<file path="src/rtl/sudoku_pkg.sv">
// Shared constants, group-kind and sequencer state types for the Sudoku board checker.
package sudoku_pkg;

  localparam int unsigned CELL_W  = 4;
  localparam int unsigned ADDR_W  = 7;
  localparam int unsigned GRID    = 9;
  localparam int unsigned NCELLS  = 81;
  localparam int unsigned NGROUPS = 27;
  localparam int unsigned GRP_W   = 5;
  localparam int unsigned IDX_W   = 4;

  localparam logic [GRP_W-1:0] ERR_NONE = GRP_W'(31);

  typedef enum logic [1:0] {
    GK_ROW,
    GK_COL,
    GK_BOX
  } group_kind_e;

  typedef enum logic [1:0] {
    ST_IDLE,
    ST_SCAN,
    ST_DRAIN,
    ST_REPORT
  } state_e;

  // Groups 0-8 are rows, 9-17 columns, 18-26 boxes.
  function automatic group_kind_e group_kind(input logic [GRP_W-1:0] g);
    if (g < GRP_W'(GRID))   return GK_ROW;
    if (g < GRP_W'(2*GRID)) return GK_COL;
    return GK_BOX;
  endfunction

endpackage

</file>
<file path="src/rtl/sudoku_check_seq_if.sv">
// Start/result handshake and board read port of the Sudoku checker.
interface sudoku_check_seq_if;
  import sudoku_pkg::*;

  logic                    check_start;
  logic                    rd_en;
  logic [ADDR_W-1:0]       rd_addr;
  logic [CELL_W-1:0]       rd_data;
  logic                    busy;
  logic                    done;
  logic                    solved;
  logic [GRP_W-1:0]        err_group;

  modport master (
    output check_start, rd_data,
    input  rd_en, rd_addr, busy, done, solved, err_group
  );

  modport slave (
    input  check_start, rd_data,
    output rd_en, rd_addr, busy, done, solved, err_group
  );

endinterface

</file>
<file path="src/rtl/sudoku_addr_gen.sv">
// Maps (group, index) to the board cell address 9*row + col for rows, columns and 3x3 boxes.
module sudoku_addr_gen
  import sudoku_pkg::*;
(
  input  logic [GRP_W-1:0]  g,
  input  logic [IDX_W-1:0]  i,
  output logic [ADDR_W-1:0] addr_c
);

  logic [GRP_W-1:0] b;
  logic [IDX_W-1:0] r;
  logic [IDX_W-1:0] c;

  always_comb begin
    b = g - GRP_W'(2*GRID);
    r = '0;
    c = '0;
    case (group_kind(g))
      GK_ROW: begin
        r = IDX_W'(g);
        c = i;
      end
      GK_COL: begin
        r = i;
        c = IDX_W'(g - GRP_W'(GRID));
      end
      GK_BOX: begin
        r = IDX_W'(3 * (b / 3) + i / 3);
        c = IDX_W'(3 * (b % 3) + i % 3);
      end
      default: begin
        r = '0;
        c = '0;
      end
    endcase
    addr_c = ADDR_W'(GRID * r + c);
  end

endmodule

</file>
<file path="src/rtl/sudoku_check_seq.sv">
// Scans all 27 Sudoku groups through a 1-cycle-latency read port and reports solved/err_group.
// Optional macro EARLY_EXIT_EN: stop scanning and report on the first detected error.
module sudoku_check_seq
  import sudoku_pkg::*;
(
  input  logic              clka,
  input  logic              restart_n,
  sudoku_check_seq_if.slave bus
);

  state_e            state, state_nx;
  logic [GRP_W-1:0]  g, g_nx, g_d;
  logic [IDX_W-1:0]  i, i_nx;
  logic              grp_end_d;
  logic              vld_d;
  logic [GRID-1:0]   mask, mask_nx, onehot_c;
  logic              err, err_nx;
  logic              bad_c;
  logic [GRP_W-1:0]  err_group_nx;
  logic              solved_nx;
  logic [ADDR_W-1:0] addr_c;

  sudoku_addr_gen u_addr_gen (
    .g      (g_nx),
    .i      (i_nx),
    .addr_c (addr_c)
  );

  // Returned digit decode: out-of-range values and repeats within the group are errors.
  always_comb begin
    onehot_c = '0;
    if (bus.rd_data >= CELL_W'(1) && bus.rd_data <= CELL_W'(GRID))
      onehot_c = GRID'(1) << (bus.rd_data - CELL_W'(1));
    bad_c = (onehot_c == '0) || ((mask & onehot_c) != '0);
  end

  always_comb begin
    state_nx     = state;
    g_nx         = g;
    i_nx         = i;
    mask_nx      = mask;
    err_nx       = err;
    err_group_nx = bus.err_group;
    solved_nx    = bus.solved;

    case (state)
      ST_IDLE: begin
        if (bus.check_start) begin
          state_nx     = ST_SCAN;
          g_nx         = '0;
          i_nx         = '0;
          mask_nx      = '0;
          err_nx       = 1'b0;
          err_group_nx = ERR_NONE;
          solved_nx    = 1'b0;
        end
      end
      ST_SCAN: begin
        if (g == GRP_W'(NGROUPS-1) && i == IDX_W'(GRID-1)) begin
          state_nx = ST_DRAIN;
        end else if (i == IDX_W'(GRID-1)) begin
          i_nx = '0;
          g_nx = g + GRP_W'(1);
        end else begin
          i_nx = i + IDX_W'(1);
        end
      end
      ST_DRAIN:  state_nx = ST_REPORT;
      ST_REPORT: state_nx = ST_IDLE;
      default:   state_nx = ST_IDLE;
    endcase

    // Data side runs one cycle behind the address; only the first error is captured.
    if ((state == ST_SCAN || state == ST_DRAIN) && vld_d) begin
      if (bad_c) begin
        if (!err) begin
          err_nx       = 1'b1;
          err_group_nx = g_d;
        end
      end else begin
        mask_nx = mask | onehot_c;
      end
      if (grp_end_d)
        mask_nx = '0;
`ifdef EARLY_EXIT_EN
      if (bad_c)
        state_nx = ST_REPORT;
`endif
    end

    if (state_nx == ST_REPORT)
      solved_nx = !err_nx;
  end

  always_ff @(posedge clka or negedge restart_n) begin
    if (!restart_n) begin
      state         <= ST_IDLE;
      g             <= '0;
      i             <= '0;
      g_d           <= '0;
      grp_end_d     <= 1'b0;
      vld_d         <= 1'b0;
      mask          <= '0;
      err           <= 1'b0;
      bus.rd_en     <= 1'b0;
      bus.rd_addr   <= '0;
      bus.busy      <= 1'b0;
      bus.done      <= 1'b0;
      bus.solved    <= 1'b0;
      bus.err_group <= ERR_NONE;
    end else begin
      state         <= state_nx;
      g             <= g_nx;
      i             <= i_nx;
      g_d           <= g;
      grp_end_d     <= (i == IDX_W'(GRID-1));
      vld_d         <= bus.rd_en;
      mask          <= mask_nx;
      err           <= err_nx;
      bus.rd_en     <= (state_nx == ST_SCAN);
      bus.rd_addr   <= (state_nx == ST_SCAN) ? addr_c : '0;
      bus.busy      <= (state_nx != ST_IDLE);
      bus.done      <= (state_nx == ST_REPORT);
      bus.solved    <= solved_nx;
      bus.err_group <= err_group_nx;
    end
  end

endmodule
</file>
<file path="src/flat_wrapper.sv">
// flat-port wrapper written by rule: the top's interface ports become plain ports
module sudoku_check_seq_flat import sudoku_pkg::*;
  (clka, restart_n, bus_check_start, bus_rd_data, bus_rd_en, bus_rd_addr, bus_busy, bus_done, bus_solved, bus_err_group);
  sudoku_check_seq_if bus_i ();
  input  logic clka;
  input  logic restart_n;
  input wire logic [$bits(bus_i.check_start)-1:0] bus_check_start;
  input wire logic [$bits(bus_i.rd_data)-1:0] bus_rd_data;
  output wire logic [$bits(bus_i.rd_en)-1:0] bus_rd_en;
  output wire logic [$bits(bus_i.rd_addr)-1:0] bus_rd_addr;
  output wire logic [$bits(bus_i.busy)-1:0] bus_busy;
  output wire logic [$bits(bus_i.done)-1:0] bus_done;
  output wire logic [$bits(bus_i.solved)-1:0] bus_solved;
  output wire logic [$bits(bus_i.err_group)-1:0] bus_err_group;
  assign bus_i.check_start = bus_check_start;
  assign bus_i.rd_data = bus_rd_data;
  assign bus_rd_en = bus_i.rd_en;
  assign bus_rd_addr = bus_i.rd_addr;
  assign bus_busy = bus_i.busy;
  assign bus_done = bus_i.done;
  assign bus_solved = bus_i.solved;
  assign bus_err_group = bus_i.err_group;
  sudoku_check_seq u_core (.clka(clka), .restart_n(restart_n), .bus(bus_i));
endmodule
</file>
<file path="config.mk">
export PLATFORM = sky130hd
export DESIGN_NAME = sudoku_check_seq_flat
export DESIGN_NICKNAME = d
export VERILOG_FILES = /design/src/rtl/sudoku_pkg.sv /design/src/rtl/sudoku_check_seq_if.sv /design/src/rtl/sudoku_addr_gen.sv /design/src/rtl/sudoku_check_seq.sv /design/src/flat_wrapper.sv
export SDC_FILE = /design/constraint.sdc
export NUM_CORES = 1
export LEC_CHECK = 0
export CELL_PAD_IN_SITES_DETAIL_PLACEMENT = 1
export CELL_PAD_IN_SITES_GLOBAL_PLACEMENT = 1
export CORE_MARGIN = 2
export CORE_UTILIZATION = 47
export CTS_CLUSTER_SIZE = 40
export DETAILED_ROUTE_END_ITERATION = 12
export PLACE_DENSITY = 0.86
export SLEW_MARGIN = 20
export SYNTH_ARGS = -nofsm -noshare
export SYNTH_HDL_FRONTEND = slang
export SYNTH_SLANG_ARGS = --single-unit
</file>
<file path="constraint.sdc">
create_clock -name clka -period 12.6 [get_ports clka]
set_clock_uncertainty 0.2 [all_clocks]
set_input_delay 1.89 -clock clka [delete_from_list [all_inputs] [get_ports clka]]
set_output_delay 1.89 -clock clka [all_outputs]
set_load 0.01 [all_outputs]
</file>
==> impl_metrics.json <==
{
  "finalMaxSlewViolations": 0,
  "clockBufferDepth": 2,
  "drt_iter0_drc": 114,
  "synth-main-ff-cell": "dfrtp_1",
  "regToRegSetupSlack_ns": 1.78,
  "path_buf_inv": 3,
  "hpwlAfterDp_microns": 7885,
  "worst_pin_slew_ns": 0.9826,
  "synth.top_cells.by_area": "dfrtp_1 (25%), ha_1 (12%), nand2_1 (3.9%)",
  "peakVddDrop_uv": 45.40,
  "crit_top_cell": "ha_1",
  "clockRootBuffer": "clkbuf_8",
  "ant_nets": 0,
  "ys_async_sr_fraction_pct": 100.0,
  "antenna_found_initial": 0,
  "cts_made_buffers": 5,
  "diodes": 0,
  "grt_pass1_wl_microns": 16980,
  "critPathArrivalTime_ns": 11.83,
  "crit_type": "input pin to flip-flop",
  "tns_ns": 0,
  "path_clk_slew_ns": 0.09,
  "track_usage_pct": 24.16,
  "setup_viol": 0,
  "placementRows": 32,
  "whs_path_depth": 0,
  "start_util_pct": 49.10,
  "holdCritPathClass": "flip-flop to flip-flop",
  "cts_tree": "yes",
  "clock-sinks": 44,
  "dieWidth_microns": 94.32,
  "synth_fp_nets": 462,
  "fmax_ghz": 0.08438,
  "powerDensity_nw_per_um2": 68.58,
  "ys_ff_latch": 44,
  "synthCells": 411,
  "drc": 0,
  "die_area_sq_um": 8895,
  "crit_path_start_kind": "input pin",
  "layout-drive-gt1-share_pct": 11.86,
  "syn_area_per_cell_sq_um": 9.328,
  "cp_top_family": "compound AO/OA/AOI/OAI gates",
  "critPathMaxStageDelay_ns": 0.72,
  "grt_pass1_vias": 3459,
  "rr_worst_depth": 39,
  "netlist_area_sq_um": 3834,
  "hold_path_startpoint": "u_core.bus.rd_en$_DFF_PN0_",
  "crit_path_end_kind": "flip-flop",
  "cp_slowest_cell": "clkdlybuf4s50_1",
  "wire_per_inst_microns": 18.83,
  "synth.distinct_cells": 91,
  "min_to": "u_core.vld_d$_DFF_PN0_",
  "netlist.top_cell.by_area": "dfrtp_1",
  "power_leakage_nw": 1.822,
  "period_share_pct": 94.05,
  "outcome": "finished clean",
  "vias_per_cell": 6.085,
  "vias": 3237,
  "grt-ovfl-total": 0,
  "yosys.area.top_type_share_pct": 25.46,
  "yosysSeqAreaShare_pct": 28.88,
  "numPortBuffers": 22,
  "cp_max_fo": 10,
  "synth_edf_count": 0,
  "cp.required_ns": 12.58,
  "drt-total-wl_microns": 10020,
  "gp_congestion": 0.8941,
  "hold_viol_final": 0,
  "reg2reg_from": "u_core.state[1]$_DFF_PN0_",
  "maxSlewHeadroom_pct": 34.49,
  "layout.nets": 480,
  "ios": 23,
  "reg2reg_to": "u_core.bus.rd_addr[6]$_DFF_PN0_",
  "insertion_delay_ns": 0.30,
  "area_growth_pct": 10.22,
  "ys_warn_count": 0,
  "fp.coreArea_sq_um": 7807,
  "htree_levels": 2,
  "min_period_ns": 11.85,
  "maxCapViolCount": 0,
  "grt_max_degree": 45,
  "die_h_microns": 94.32,
  "hold_buffers": 0,
  "holdWs_ns": 0.2001,
  "first_pass_iters": 4
}
## layout by cell type, fill, tap and decap left out, types with 5 or more instances in the layout
cell type	synthesis	final
nand2_1	40	40
dfrtp_1	39	39
ha_1	37	37
inv_1	31	31
nor2_1	27	27
a21oi_1	23	23
clkdlybuf4s50_1	0	21
o21ai_0	15	15
nand3_1	8	8
xor2_1	8	8
xnor2_1	7	7
o221ai_1	7	7
fa_1	7	7
a31oi_1	6	6
a22oi_1	6	6
nand2b_1	5	5
nand4b_1	5	5
a21o_1	5	5
nand4_1	5	5
and3_1	5	5
a32oi_1	5	5
clkbuf_8	0	5
dfstp_2	5	5
## layer usage
metal / vias up / part of all wire, % / global-route usage [%]
li1: 1542 / - / -
met1: 1630 / 44 / 30.97
met2: 51 / 52 / 43.87
met3: 14 / 2.3 / 2.408
met4: 0 / 1.5 / 5.556
met5: - / 0 / 0
## where the power goes
group | switching (mW) | leakage [nW] | total (mW) | internal [mW]
combinational | 0.0194 | 1.27 | 0.0395 | 0.0201
sequential | 0.00544 | 0.506 | 0.161 | 0.155
clock | 0.0508 | 0.0479 | 0.0895 | 0.0387
total | 0.0756 | 1.82 | 0.290 | 0.214
## registers in the layout, summed over array words and instances (netlist names)
name,count
u_core.bus.busy,1
u_core.bus.done,1
u_core.bus.err_group,5
u_core.bus.rd_addr,7
u_core.bus.rd_en,1
u_core.bus.solved,1
u_core.err,1
u_core.g,5
u_core.g_d,5
u_core.grp_end_d,1
u_core.i,4
u_core.mask,9
u_core.state,2
u_core.vld_d,1
## Yosys cell counts, types with 3 or more instances
cell,count
a32oi_1,5
and2_1,3
mux2_2,3
dfstp_2,5
nand4_1,5
inv_2,4
a21o_1,5
nor3_1,4
fa_1,7
o221ai_1,7
buf_2,3
a21oi_1,23
inv_1,31
a22oi_1,6
nand3_1,8
a32o_1,3
nor2_1,27
nand2_1,40
buf_6,3
nand2b_1,5
nand4b_1,5
xor2_1,8
ha_1,37
nor2b_1,4
dfrtp_1,39
o211ai_1,4
o21ai_0,15
and3_1,5
a31oi_1,6
clkbuf_1,7
xnor2_1,7
## what timing repair did
| item | CTS | global route |
|---|---|---|
| endpoints found under the setup margin | 0 | 1 |
| resized for setup | 0 | 2 |
| hold endpoints to repair | 0 | 0 |
| buffers inserted | 0 | 3 |
## through the flow
step | area [sq um] | std cells | power (mW) | setup slack [ns] | utilization, %
after floorplan | 3834 | 411 | 0.1820 | 2.225 | -
after global placement | 4100 | 521 | 0.2016 | 1.128 | 52.52
after detailed placement | 4100 | 521 | 0.2032 | 0.3098 | 52.52
after CTS | 4188 | 529 | 0.2923 | 0.5884 | 53.64
after global routing | 4225 | 532 | 0.3041 | -0.01228 | 54.12
final | 4225 | 532 | 0.2898 | 0.7493 | 54.12
## worst max-delay path by stage
stage	start	end	slack, ns	cells past startpoint
2_1_floorplan	bus_check_start	u_core.bus.rd_addr[6]$_DFF_PN0_	2.22	41
3_3_place_gp	bus_check_start	u_core.bus.rd_addr[6]$_DFF_PN0_	1.13	38
3_5_place_dp	bus_check_start	u_core.bus.rd_addr[6]$_DFF_PN0_	0.31	38
4_1_cts	bus_check_start	u_core.bus.rd_addr[6]$_DFF_PN0_	0.59	38
5_1_grt	bus_check_start	u_core.bus.rd_addr[6]$_DFF_PN0_	-0.01	38
6_report	bus_check_start	u_core.bus.rd_addr[6]$_DFF_PN0_	0.75	38
## cell families after synthesis
logic type                 Yosys count  share of synthesized area [%]
and+or+nand+nor                    127                          17.89
DFF                                 44                          28.88
xor gates and xnor gates            17                          4.439
muxes                                6                          1.762
AOI/OAI and AO/OA                  121                          25.39
adders and majority gates           44                          15.73
buffers and inverters               52                          5.907
## cell type report
| cell class | instances | area, sq um |
|---|---|---|
| Timing Repair Buffer | 26 | 245.2 |
| Clock inverter | 3 | 18.77 |
| Inverter | 37 | 142.6 |
| Multi-Input combinational cell | 315 | 2515 |
| Sequential cell | 44 | 1107 |
| Clock buffer | 5 | 68.82 |
| Fill cell | 917 | 3582 |
| Tap cell | 102 | 127.6 |
No activity file was read; power rests on OpenSTA's default activity.
